===== src/rtl/axi_lite_slave_fe_if.sv =====
// axi_lite_slave_fe_if: AXI4-Lite AW/W/B/AR/R bundle between the PS interconnect (master) and the slave front end.
interface axi_lite_slave_fe_if #(
    parameter int C_S_AXI_DATA_WIDTH = 32,
    parameter int C_S_AXI_ADDR_WIDTH = 12
);
    logic [C_S_AXI_ADDR_WIDTH-1:0]   S_AXI_AWADDR;
    logic                            S_AXI_AWVALID;
    logic                            S_AXI_AWREADY;
    logic [C_S_AXI_DATA_WIDTH-1:0]   S_AXI_WDATA;
    logic [C_S_AXI_DATA_WIDTH/8-1:0] S_AXI_WSTRB;
    logic                            S_AXI_WVALID;
    logic                            S_AXI_WREADY;
    logic [1:0]                      S_AXI_BRESP;
    logic                            S_AXI_BVALID;
    logic                            S_AXI_BREADY;
    logic [C_S_AXI_ADDR_WIDTH-1:0]   S_AXI_ARADDR;
    logic                            S_AXI_ARVALID;
    logic                            S_AXI_ARREADY;
    logic [C_S_AXI_DATA_WIDTH-1:0]   S_AXI_RDATA;
    logic [1:0]                      S_AXI_RRESP;
    logic                            S_AXI_RVALID;
    logic                            S_AXI_RREADY;

    modport master (
        output S_AXI_AWADDR, S_AXI_AWVALID, S_AXI_WDATA, S_AXI_WSTRB, S_AXI_WVALID, S_AXI_BREADY,
               S_AXI_ARADDR, S_AXI_ARVALID, S_AXI_RREADY,
        input  S_AXI_AWREADY, S_AXI_WREADY, S_AXI_BRESP, S_AXI_BVALID,
               S_AXI_ARREADY, S_AXI_RDATA, S_AXI_RRESP, S_AXI_RVALID
    );

    modport slave (
        input  S_AXI_AWADDR, S_AXI_AWVALID, S_AXI_WDATA, S_AXI_WSTRB, S_AXI_WVALID, S_AXI_BREADY,
               S_AXI_ARADDR, S_AXI_ARVALID, S_AXI_RREADY,
        output S_AXI_AWREADY, S_AXI_WREADY, S_AXI_BRESP, S_AXI_BVALID,
               S_AXI_ARREADY, S_AXI_RDATA, S_AXI_RRESP, S_AXI_RVALID
    );
endinterface


===== src/rtl/axi_lite_slave_fe.sv =====
// axi_lite_slave_fe: AXI4-Lite slave front end issuing single-cycle wren/rden strobes to a range decoder.
// Define AXI_SLVERR_EN to answer SLVERR for addresses whose addr[11:8] lies beyond C_NUM_RANGES.
module axi_lite_slave_fe #(
    parameter int C_S_AXI_DATA_WIDTH = 32,
    parameter int C_S_AXI_ADDR_WIDTH = 12,
    parameter int C_NUM_RANGES       = 5
) (
    input  logic                            S_AXI_ACLK,
    input  logic                            S_AXI_ARESETN,
    axi_lite_slave_fe_if.slave              s_axi,
    output logic [C_S_AXI_ADDR_WIDTH-1:0]   dec_awaddr,
    output logic [C_S_AXI_DATA_WIDTH-1:0]   dec_wdata,
    output logic [C_S_AXI_DATA_WIDTH/8-1:0] dec_wstrb,
    output logic [C_S_AXI_ADDR_WIDTH-1:0]   dec_araddr,
    output logic                            slv_reg_wren,
    output logic                            slv_reg_rden,
    input  logic [C_S_AXI_DATA_WIDTH-1:0]   dec_rdata
);
`ifdef AXI_SLVERR_EN
    localparam logic SLVERR_EN = 1'b1;
`else
    localparam logic SLVERR_EN = 1'b0;
`endif
    localparam logic [3:0] NUM_RANGES = 4'(C_NUM_RANGES);

    typedef enum logic [1:0] {WR_IDLE, WR_STROBE, WR_RESP} wr_state_t;
    typedef enum logic [1:0] {RD_IDLE, RD_STROBE, RD_DATA} rd_state_t;

    wr_state_t wr_state, wr_next;
    rd_state_t rd_state, rd_next;
    logic      init_done;
    logic      aw_held, w_held;
    logic      aw_hs, w_hs, ar_hs;
    logic      wr_err, rd_err;

    always_ff @(posedge S_AXI_ACLK or negedge S_AXI_ARESETN)
        if (!S_AXI_ARESETN) init_done <= 1'b0;
        else init_done <= 1'b1;

    assign s_axi.S_AXI_AWREADY = init_done & ~aw_held & (wr_state == WR_IDLE);
    assign s_axi.S_AXI_WREADY  = init_done & ~w_held & (wr_state == WR_IDLE);
    assign s_axi.S_AXI_ARREADY = init_done & (rd_state == RD_IDLE);
    assign aw_hs = s_axi.S_AXI_AWVALID & s_axi.S_AXI_AWREADY;
    assign w_hs  = s_axi.S_AXI_WVALID & s_axi.S_AXI_WREADY;
    assign ar_hs = s_axi.S_AXI_ARVALID & s_axi.S_AXI_ARREADY;
    assign wr_err = SLVERR_EN & (dec_awaddr[11:8] >= NUM_RANGES);
    assign rd_err = SLVERR_EN & (dec_araddr[11:8] >= NUM_RANGES);

    always_ff @(posedge S_AXI_ACLK or negedge S_AXI_ARESETN) begin
        if (!S_AXI_ARESETN) begin
            wr_state   <= WR_IDLE;
            aw_held    <= 1'b0;
            w_held     <= 1'b0;
            dec_awaddr <= '0;
            dec_wdata  <= '0;
            dec_wstrb  <= '0;
        end else begin
            wr_state <= wr_next;
            aw_held  <= (wr_next == WR_STROBE) ? 1'b0 : aw_held | aw_hs;
            w_held   <= (wr_next == WR_STROBE) ? 1'b0 : w_held | w_hs;
            if (aw_hs) dec_awaddr <= s_axi.S_AXI_AWADDR;
            if (w_hs) begin
                dec_wdata <= s_axi.S_AXI_WDATA;
                dec_wstrb <= s_axi.S_AXI_WSTRB;
            end
        end
    end

    // The strobe fires as soon as both halves are in, whichever arrived last.
    always_comb begin
        wr_next = wr_state;
        case (wr_state)
            WR_IDLE:   if ((aw_held | aw_hs) & (w_held | w_hs)) wr_next = WR_STROBE;
            WR_STROBE: wr_next = WR_RESP;
            WR_RESP:   if (s_axi.S_AXI_BREADY) wr_next = WR_IDLE;
            default:   wr_next = WR_IDLE;
        endcase
        slv_reg_wren       = wr_state == WR_STROBE;
        s_axi.S_AXI_BVALID = wr_state == WR_RESP;
        s_axi.S_AXI_BRESP  = (wr_state == WR_RESP && wr_err) ? 2'b10 : 2'b00;
    end

    always_ff @(posedge S_AXI_ACLK or negedge S_AXI_ARESETN) begin
        if (!S_AXI_ARESETN) begin
            rd_state   <= RD_IDLE;
            dec_araddr <= '0;
        end else begin
            rd_state <= rd_next;
            if (ar_hs) dec_araddr <= s_axi.S_AXI_ARADDR;
        end
    end

    // dec_rdata is only stable while no new rden is issued, which RD_DATA guarantees.
    always_comb begin
        rd_next = rd_state;
        case (rd_state)
            RD_IDLE:   if (ar_hs) rd_next = RD_STROBE;
            RD_STROBE: rd_next = RD_DATA;
            RD_DATA:   if (s_axi.S_AXI_RREADY) rd_next = RD_IDLE;
            default:   rd_next = RD_IDLE;
        endcase
        slv_reg_rden       = rd_state == RD_STROBE;
        s_axi.S_AXI_RVALID = rd_state == RD_DATA;
        s_axi.S_AXI_RDATA  = (rd_state == RD_DATA) ? dec_rdata : '0;
        s_axi.S_AXI_RRESP  = (rd_state == RD_DATA && rd_err) ? 2'b10 : 2'b00;
    end
endmodule


===== src/flat_wrapper.sv =====
// flat-port wrapper written by rule: the top's interface ports become plain ports
module axi_lite_slave_fe_flat 
#(
    parameter int C_S_AXI_DATA_WIDTH = 32,
    parameter int C_S_AXI_ADDR_WIDTH = 12,
    parameter int C_NUM_RANGES       = 5
)
  (S_AXI_ACLK, S_AXI_ARESETN, dec_awaddr, dec_wdata, dec_wstrb, dec_araddr, slv_reg_wren, slv_reg_rden, dec_rdata, s_axi_S_AXI_AWADDR, s_axi_S_AXI_AWVALID, s_axi_S_AXI_WDATA, s_axi_S_AXI_WSTRB, s_axi_S_AXI_WVALID, s_axi_S_AXI_BREADY, s_axi_S_AXI_ARADDR, s_axi_S_AXI_ARVALID, s_axi_S_AXI_RREADY, s_axi_S_AXI_AWREADY, s_axi_S_AXI_WREADY, s_axi_S_AXI_BRESP, s_axi_S_AXI_BVALID, s_axi_S_AXI_ARREADY, s_axi_S_AXI_RDATA, s_axi_S_AXI_RRESP, s_axi_S_AXI_RVALID);
  axi_lite_slave_fe_if #(.C_S_AXI_DATA_WIDTH(C_S_AXI_DATA_WIDTH), .C_S_AXI_ADDR_WIDTH(C_S_AXI_ADDR_WIDTH)) s_axi_i ();
  input  logic S_AXI_ACLK;
  input  logic S_AXI_ARESETN;
  output logic [C_S_AXI_ADDR_WIDTH-1:0] dec_awaddr;
  output logic [C_S_AXI_DATA_WIDTH-1:0] dec_wdata;
  output logic [C_S_AXI_DATA_WIDTH/8-1:0] dec_wstrb;
  output logic [C_S_AXI_ADDR_WIDTH-1:0] dec_araddr;
  output logic slv_reg_wren;
  output logic slv_reg_rden;
  input  logic [C_S_AXI_DATA_WIDTH-1:0] dec_rdata;
  input wire logic [$bits(s_axi_i.S_AXI_AWADDR)-1:0] s_axi_S_AXI_AWADDR;
  input wire logic [$bits(s_axi_i.S_AXI_AWVALID)-1:0] s_axi_S_AXI_AWVALID;
  input wire logic [$bits(s_axi_i.S_AXI_WDATA)-1:0] s_axi_S_AXI_WDATA;
  input wire logic [$bits(s_axi_i.S_AXI_WSTRB)-1:0] s_axi_S_AXI_WSTRB;
  input wire logic [$bits(s_axi_i.S_AXI_WVALID)-1:0] s_axi_S_AXI_WVALID;
  input wire logic [$bits(s_axi_i.S_AXI_BREADY)-1:0] s_axi_S_AXI_BREADY;
  input wire logic [$bits(s_axi_i.S_AXI_ARADDR)-1:0] s_axi_S_AXI_ARADDR;
  input wire logic [$bits(s_axi_i.S_AXI_ARVALID)-1:0] s_axi_S_AXI_ARVALID;
  input wire logic [$bits(s_axi_i.S_AXI_RREADY)-1:0] s_axi_S_AXI_RREADY;
  output wire logic [$bits(s_axi_i.S_AXI_AWREADY)-1:0] s_axi_S_AXI_AWREADY;
  output wire logic [$bits(s_axi_i.S_AXI_WREADY)-1:0] s_axi_S_AXI_WREADY;
  output wire logic [$bits(s_axi_i.S_AXI_BRESP)-1:0] s_axi_S_AXI_BRESP;
  output wire logic [$bits(s_axi_i.S_AXI_BVALID)-1:0] s_axi_S_AXI_BVALID;
  output wire logic [$bits(s_axi_i.S_AXI_ARREADY)-1:0] s_axi_S_AXI_ARREADY;
  output wire logic [$bits(s_axi_i.S_AXI_RDATA)-1:0] s_axi_S_AXI_RDATA;
  output wire logic [$bits(s_axi_i.S_AXI_RRESP)-1:0] s_axi_S_AXI_RRESP;
  output wire logic [$bits(s_axi_i.S_AXI_RVALID)-1:0] s_axi_S_AXI_RVALID;
  assign s_axi_i.S_AXI_AWADDR = s_axi_S_AXI_AWADDR;
  assign s_axi_i.S_AXI_AWVALID = s_axi_S_AXI_AWVALID;
  assign s_axi_i.S_AXI_WDATA = s_axi_S_AXI_WDATA;
  assign s_axi_i.S_AXI_WSTRB = s_axi_S_AXI_WSTRB;
  assign s_axi_i.S_AXI_WVALID = s_axi_S_AXI_WVALID;
  assign s_axi_i.S_AXI_BREADY = s_axi_S_AXI_BREADY;
  assign s_axi_i.S_AXI_ARADDR = s_axi_S_AXI_ARADDR;
  assign s_axi_i.S_AXI_ARVALID = s_axi_S_AXI_ARVALID;
  assign s_axi_i.S_AXI_RREADY = s_axi_S_AXI_RREADY;
  assign s_axi_S_AXI_AWREADY = s_axi_i.S_AXI_AWREADY;
  assign s_axi_S_AXI_WREADY = s_axi_i.S_AXI_WREADY;
  assign s_axi_S_AXI_BRESP = s_axi_i.S_AXI_BRESP;
  assign s_axi_S_AXI_BVALID = s_axi_i.S_AXI_BVALID;
  assign s_axi_S_AXI_ARREADY = s_axi_i.S_AXI_ARREADY;
  assign s_axi_S_AXI_RDATA = s_axi_i.S_AXI_RDATA;
  assign s_axi_S_AXI_RRESP = s_axi_i.S_AXI_RRESP;
  assign s_axi_S_AXI_RVALID = s_axi_i.S_AXI_RVALID;
  axi_lite_slave_fe #(.C_S_AXI_DATA_WIDTH(C_S_AXI_DATA_WIDTH), .C_S_AXI_ADDR_WIDTH(C_S_AXI_ADDR_WIDTH), .C_NUM_RANGES(C_NUM_RANGES)) u_core (.S_AXI_ACLK(S_AXI_ACLK), .S_AXI_ARESETN(S_AXI_ARESETN), .s_axi(s_axi_i), .dec_awaddr(dec_awaddr), .dec_wdata(dec_wdata), .dec_wstrb(dec_wstrb), .dec_araddr(dec_araddr), .slv_reg_wren(slv_reg_wren), .slv_reg_rden(slv_reg_rden), .dec_rdata(dec_rdata));
endmodule

===== config.mk =====
export PLATFORM = sky130hd
export DESIGN_NAME = axi_lite_slave_fe_flat
export DESIGN_NICKNAME = d
export VERILOG_FILES = /design/src/rtl/axi_lite_slave_fe_if.sv /design/src/rtl/axi_lite_slave_fe.sv /design/src/flat_wrapper.sv
export SDC_FILE = /design/constraint.sdc
export NUM_CORES = 1
export LEC_CHECK = 0
export CORE_MARGIN = 5
export CORE_UTILIZATION = 32
export DETAILED_ROUTE_END_ITERATION = 7
export GPL_TIMING_DRIVEN = 0
export PLACE_DENSITY = 0.77
export SYNTH_ARGS = -nofsm -noshare
export SYNTH_HDL_FRONTEND = slang
export SYNTH_SLANG_ARGS = --single-unit

===== constraint.sdc =====
create_clock -name S_AXI_ACLK -period 1.7 [get_ports S_AXI_ACLK]
set_clock_uncertainty 0.15 [all_clocks]
set_input_delay 0.425 -clock S_AXI_ACLK [delete_from_list [all_inputs] [get_ports S_AXI_ACLK]]
set_output_delay 0.425 -clock S_AXI_ACLK [all_outputs]
set_load 0.005 [all_outputs]

==> metrics.txt <==
# TYPE chip_impl_metric gauge
chip_impl_metric{name="start_util",unit="%"} 32.45
chip_impl_info{name="cp_cell_sequence",value="nor2b_4 > buf_12 > buf_6 > clkbuf_8 > and2_4 > buf_6"} 1
chip_impl_metric{name="route.detailed.vias_per_inst",unit=""} 4.554
chip_impl_info{name="startpoint_type",value="flip-flop"} 1
chip_impl_info{name="synth_area_leader_cell",value="dfrtp_1"} 1
chip_impl_info{name="global_route.peak_usage_layer",value="met2"} 1
chip_impl_metric{name="maxCapViolCount",unit=""} 0
chip_impl_metric{name="wirelength",unit="µm"} 10340
chip_impl_metric{name="numClockSinks",unit=""} 67
chip_impl_metric{name="ff_to_ff_path_depth",unit=""} 7
chip_impl_info{name="synth_area_leaders",value="dfrtp_1 (56%), mux2_4 (15%), mux2_2 (8.7%)"} 1
chip_impl_metric{name="layout.nets",unit=""} 555
chip_impl_info{name="cts_tree",value="built"} 1
chip_impl_metric{name="worst_skew_pair.late_latency",unit="ns"} 0.33
chip_impl_metric{name="final_min_period_over_clock_period",unit="%"} 120.8
chip_impl_metric{name="fmaxAchievable",unit="GHz"} 0.4868
chip_impl_metric{name="post-synth-top-area-fraction",unit="%"} 56.44
chip_impl_metric{name="synthArstFlopShare",unit="%"} 100.0
chip_impl_metric{name="portBuffers",unit=""} 197
chip_impl_metric{name="antenna_found_initial",unit=""} 0
chip_impl_metric{name="number_of_rows_in_the_core_area",unit=""} 35
chip_impl_info{name="cpMostUsedCell",value="buf_6"} 1
chip_impl_metric{name="timing.critical_path.slowest_cell_delay",unit="ns"} 0.39
chip_impl_metric{name="grtUsageMet3",unit="%"} 5.829
chip_impl_metric{name="groute.usage.overall",unit="%"} 18.07
chip_impl_info{name="critical_path.reg2reg.endpoint",value="u_core.dec_wdata[7]"} 1
chip_impl_metric{name="final_max_tran_viols",unit=""} 0
chip_impl_metric{name="top_level_ports",unit=""} 202
chip_impl_metric{name="insertedDiodeCount",unit=""} 0
chip_impl_metric{name="die_w",unit="µm"} 106.3
chip_impl_metric{name="htree_num_levels",unit=""} 3
chip_impl_info{name="critical_path_class",value="reg -> out"} 1
chip_impl_metric{name="finish.cell_count_without_fillers",unit=""} 572
chip_impl_metric{name="gr-total-overflow",unit=""} 0
chip_impl_metric{name="worstPathRequired",unit="ns"} 1.12
chip_impl_info{name="setup.worst_path.end_class",value="output pin"} 1
chip_impl_metric{name="drt-wirelength-per-cell",unit="µm"} 18.08
chip_impl_metric{name="area.growth.synth_to_final",unit="%"} 99.92
chip_impl_metric{name="setup_slack",unit="ns"} -0.3544
chip_impl_metric{name="largest_net_degree_at_the_start_of_global_routing",unit=""} 68
chip_impl_metric{name="synth-edff-count",unit=""} 0
chip_impl_metric{name="post-dp-hpwl",unit="µm"} 7079
chip_impl_metric{name="timing.critical_path.fanout_max",unit=""} 6
chip_impl_metric{name="detail_route.iter0.violations",unit=""} 78
chip_impl_metric{name="power_density",unit="nW/µm²"} 1339
chip_impl_metric{name="first_pass_grt_wire_length",unit="µm"} 15700
chip_impl_metric{name="drtPass1Iterations",unit=""} 4
chip_impl_metric{name="max-slew-margin-rel",unit="%"} 43.80
chip_impl_metric{name="detail_route.drc_violations",unit=""} 0
chip_impl_metric{name="avgSynthCellArea",unit="µm²"} 14.70
chip_impl_metric{name="num_vias",unit=""} 2605
chip_impl_metric{name="synth_cell_types",unit=""} 26
chip_impl_info{name="cts-root-buf",value="clkbuf_8"} 1
chip_impl_info{name="violations",value="setup timing"} 1
chip_impl_metric{name="crit_arrival",unit="ns"} 1.48
chip_impl_info{name="ys.flop_type",value="dfrtp_1"} 1
chip_impl_metric{name="total_leakage_power",unit="µW"} 0.002900
chip_impl_metric{name="synth.ff_latch_count",unit=""} 67
chip_impl_info{name="cpMaxStageDelayCell",value="dfrtp_1"} 1
chip_impl_metric{name="finalHoldViolCount",unit=""} 0
chip_impl_metric{name="vdd_ir_drop_max",unit="mV"} 0.7915
chip_impl_metric{name="floorplan.die_area",unit="µm²"} 11310
chip_impl_metric{name="clock_pin_slew_worst_setup_and_hold_paths",unit="ns"} 0.08
chip_impl_metric{name="area_inside_the_core_boundary",unit="µm²"} 9153
chip_impl_metric{name="worstMarginPinSlew",unit="ns"} 0.8431
chip_impl_info{name="worst_r2r_startpoint",value="u_core.wr_state[0]"} 1
chip_impl_metric{name="timing.final.setup_violations",unit=""} 99
chip_impl_metric{name="vias_in_the_first_global_route",unit=""} 2897
chip_impl_metric{name="cts_hold_buffers",unit=""} 0
chip_impl_metric{name="floorplan.die.height",unit="µm"} 106.3
chip_impl_metric{name="yosysSeqAreaShare",unit="%"} 56.44
chip_impl_metric{name="met1_global_route_usage",unit="%"} 19.51
chip_impl_metric{name="place_congestion",unit=""} 0.7752
chip_impl_metric{name="drive_above_1_share",unit="%"} 44.47
chip_impl_metric{name="place_ws",unit="ns"} -0.7470
chip_impl_info{name="synth_top_cells_by_count",value="dfrtp_1 (67), and2_1 (32), mux2_4 (30)"} 1
chip_impl_metric{name="met2_usage",unit="%"} 33.08
chip_impl_metric{name="drt.antenna.violating_nets",unit=""} 0
chip_impl_metric{name="final_critical_delay_including_setup_and_external_delays",unit="ns"} 2.054
chip_impl_metric{name="ys_warn_count",unit=""} 0
chip_impl_metric{name="syn_area",unit="µm²"} 2970
chip_impl_metric{name="syn-instance-count",unit=""} 202
chip_impl_info{name="setup_repair_after_global_routing_missed_its_margin",value="true"} 1
chip_impl_info{name="yosys.cell_count.top_type",value="dfrtp_1"} 1
chip_impl_metric{name="cts-root-to-sink-buffers",unit=""} 2
chip_impl_info{name="worstHoldPathType",value="in -> async"} 1
chip_impl_metric{name="tritoncts.num_buffers",unit=""} 9
chip_impl_info{name="status",value="complete, but fails checks"} 1
chip_impl_metric{name="numPlacedInstances",unit=""} 513
chip_impl_metric{name="setup_tns",unit="ns"} -19.26
chip_impl_metric{name="worst-r2r-setup-slack",unit="ns"} -0.23
[cell families (layout without fill, tap and decap cells)]
family | count (synthesis) | count (layout) | share of synthesized area (%)
buf+inv | 16 | 271 | 3.749
simple gates | 47 | 48 | 10.83
mux | 60 | 60 | 26.54
flops | 67 | 67 | 56.44
other cells | 2 | 5 | 0.2528
compound gates | 10 | 10 | 2.190
[what timing repair did]
action,in CTS,in global routing
buffers inserted,32,6
gates resized for setup,302,28
pin swaps,34,4
cloned,8,1
setup endpoints to repair,148,100
[through the flow]
step           cell area, µm²  utilization, %  hold WS (ns)  total power, µW
6_report                 5938           64.88       0.03787             7949
5_1_grt                  5938           64.88       0.09742             8431
4_1_cts                  5824           63.64       0.05387             7863
3_5_place_dp             5090           55.61        0.3266             6214
3_3_place_gp             5092           55.64        0.3188             6122
2_1_floorplan            2982               -      -0.02059             4090
[cell usage in the layout, fill, tap and decap left out, drive strengths merged, types with 4 or more instances in the layout]
cell,n
and2,33
buf,90
clkbuf,17
clkdlybuf4s50,97
conb,5
dfrtp,67
dlygate4sd2,60
inv,4
mux2,60
nand2,4
nor2b,5
[critical path, delay by kind of cell, from the launching register on]
kind | cells | cell delay [ns]
AND/OR/NAND/NOR | 2 | 0.27
flip-flops | 1 | 0.39
buffers and inverters | 4 | 0.49
[worst max path at each step]
stage | endpoint | start | slack (ns)
finish | s_axi_S_AXI_RDATA[16] | u_core.rd_state[1] | -0.35
global route | s_axi_S_AXI_RDATA[16] | u_core.rd_state[1] | -0.41
CTS | s_axi_S_AXI_RDATA[26] | u_core.rd_state[1] | -0.36
detailed placement | s_axi_S_AXI_RDATA[23] | u_core.rd_state[0] | -0.75
global placement | u_core.w_held | S_AXI_ARESETN | -2.18
floorplan | u_core.dec_wdata[0] | u_core.wr_state[0] | 0.004
[sequential cells by signal, summed over array words and instances, names as in the netlist]
signal / count
u_core.dec_araddr: 12
u_core.dec_wstrb: 4
u_core.init_done: 1
u_core.rd_state: 2
u_core.wr_state: 2
u_core.aw_held: 1
u_core.w_held: 1
u_core.dec_awaddr: 12
u_core.dec_wdata: 32
[layout make-up]
type	instances	area [µm²]
flip-flops and latches	67	1679
clock inverters	5	61.31
multi-input cells	123	1374
fillers	713	3214
well taps	111	138.9
repair buffers	240	2376
clock buffers	11	131.4
plain buffers	13	170.2
inverters	2	7.507
[layer usage]
layer,routed length [µm],up-vias
li1,-,1189
met1,3704,1253
met2,5522,145
met3,933,18
met4,180,0
met5,0,-
[where the power goes]
part / switching, µW / total, µW / internal (µW)
sequential: 413 / 2720 / 2310
clock: 631 / 1320 / 690
combinational: 1250 / 3910 / 2650
Power figures use the tool's default switching activity.
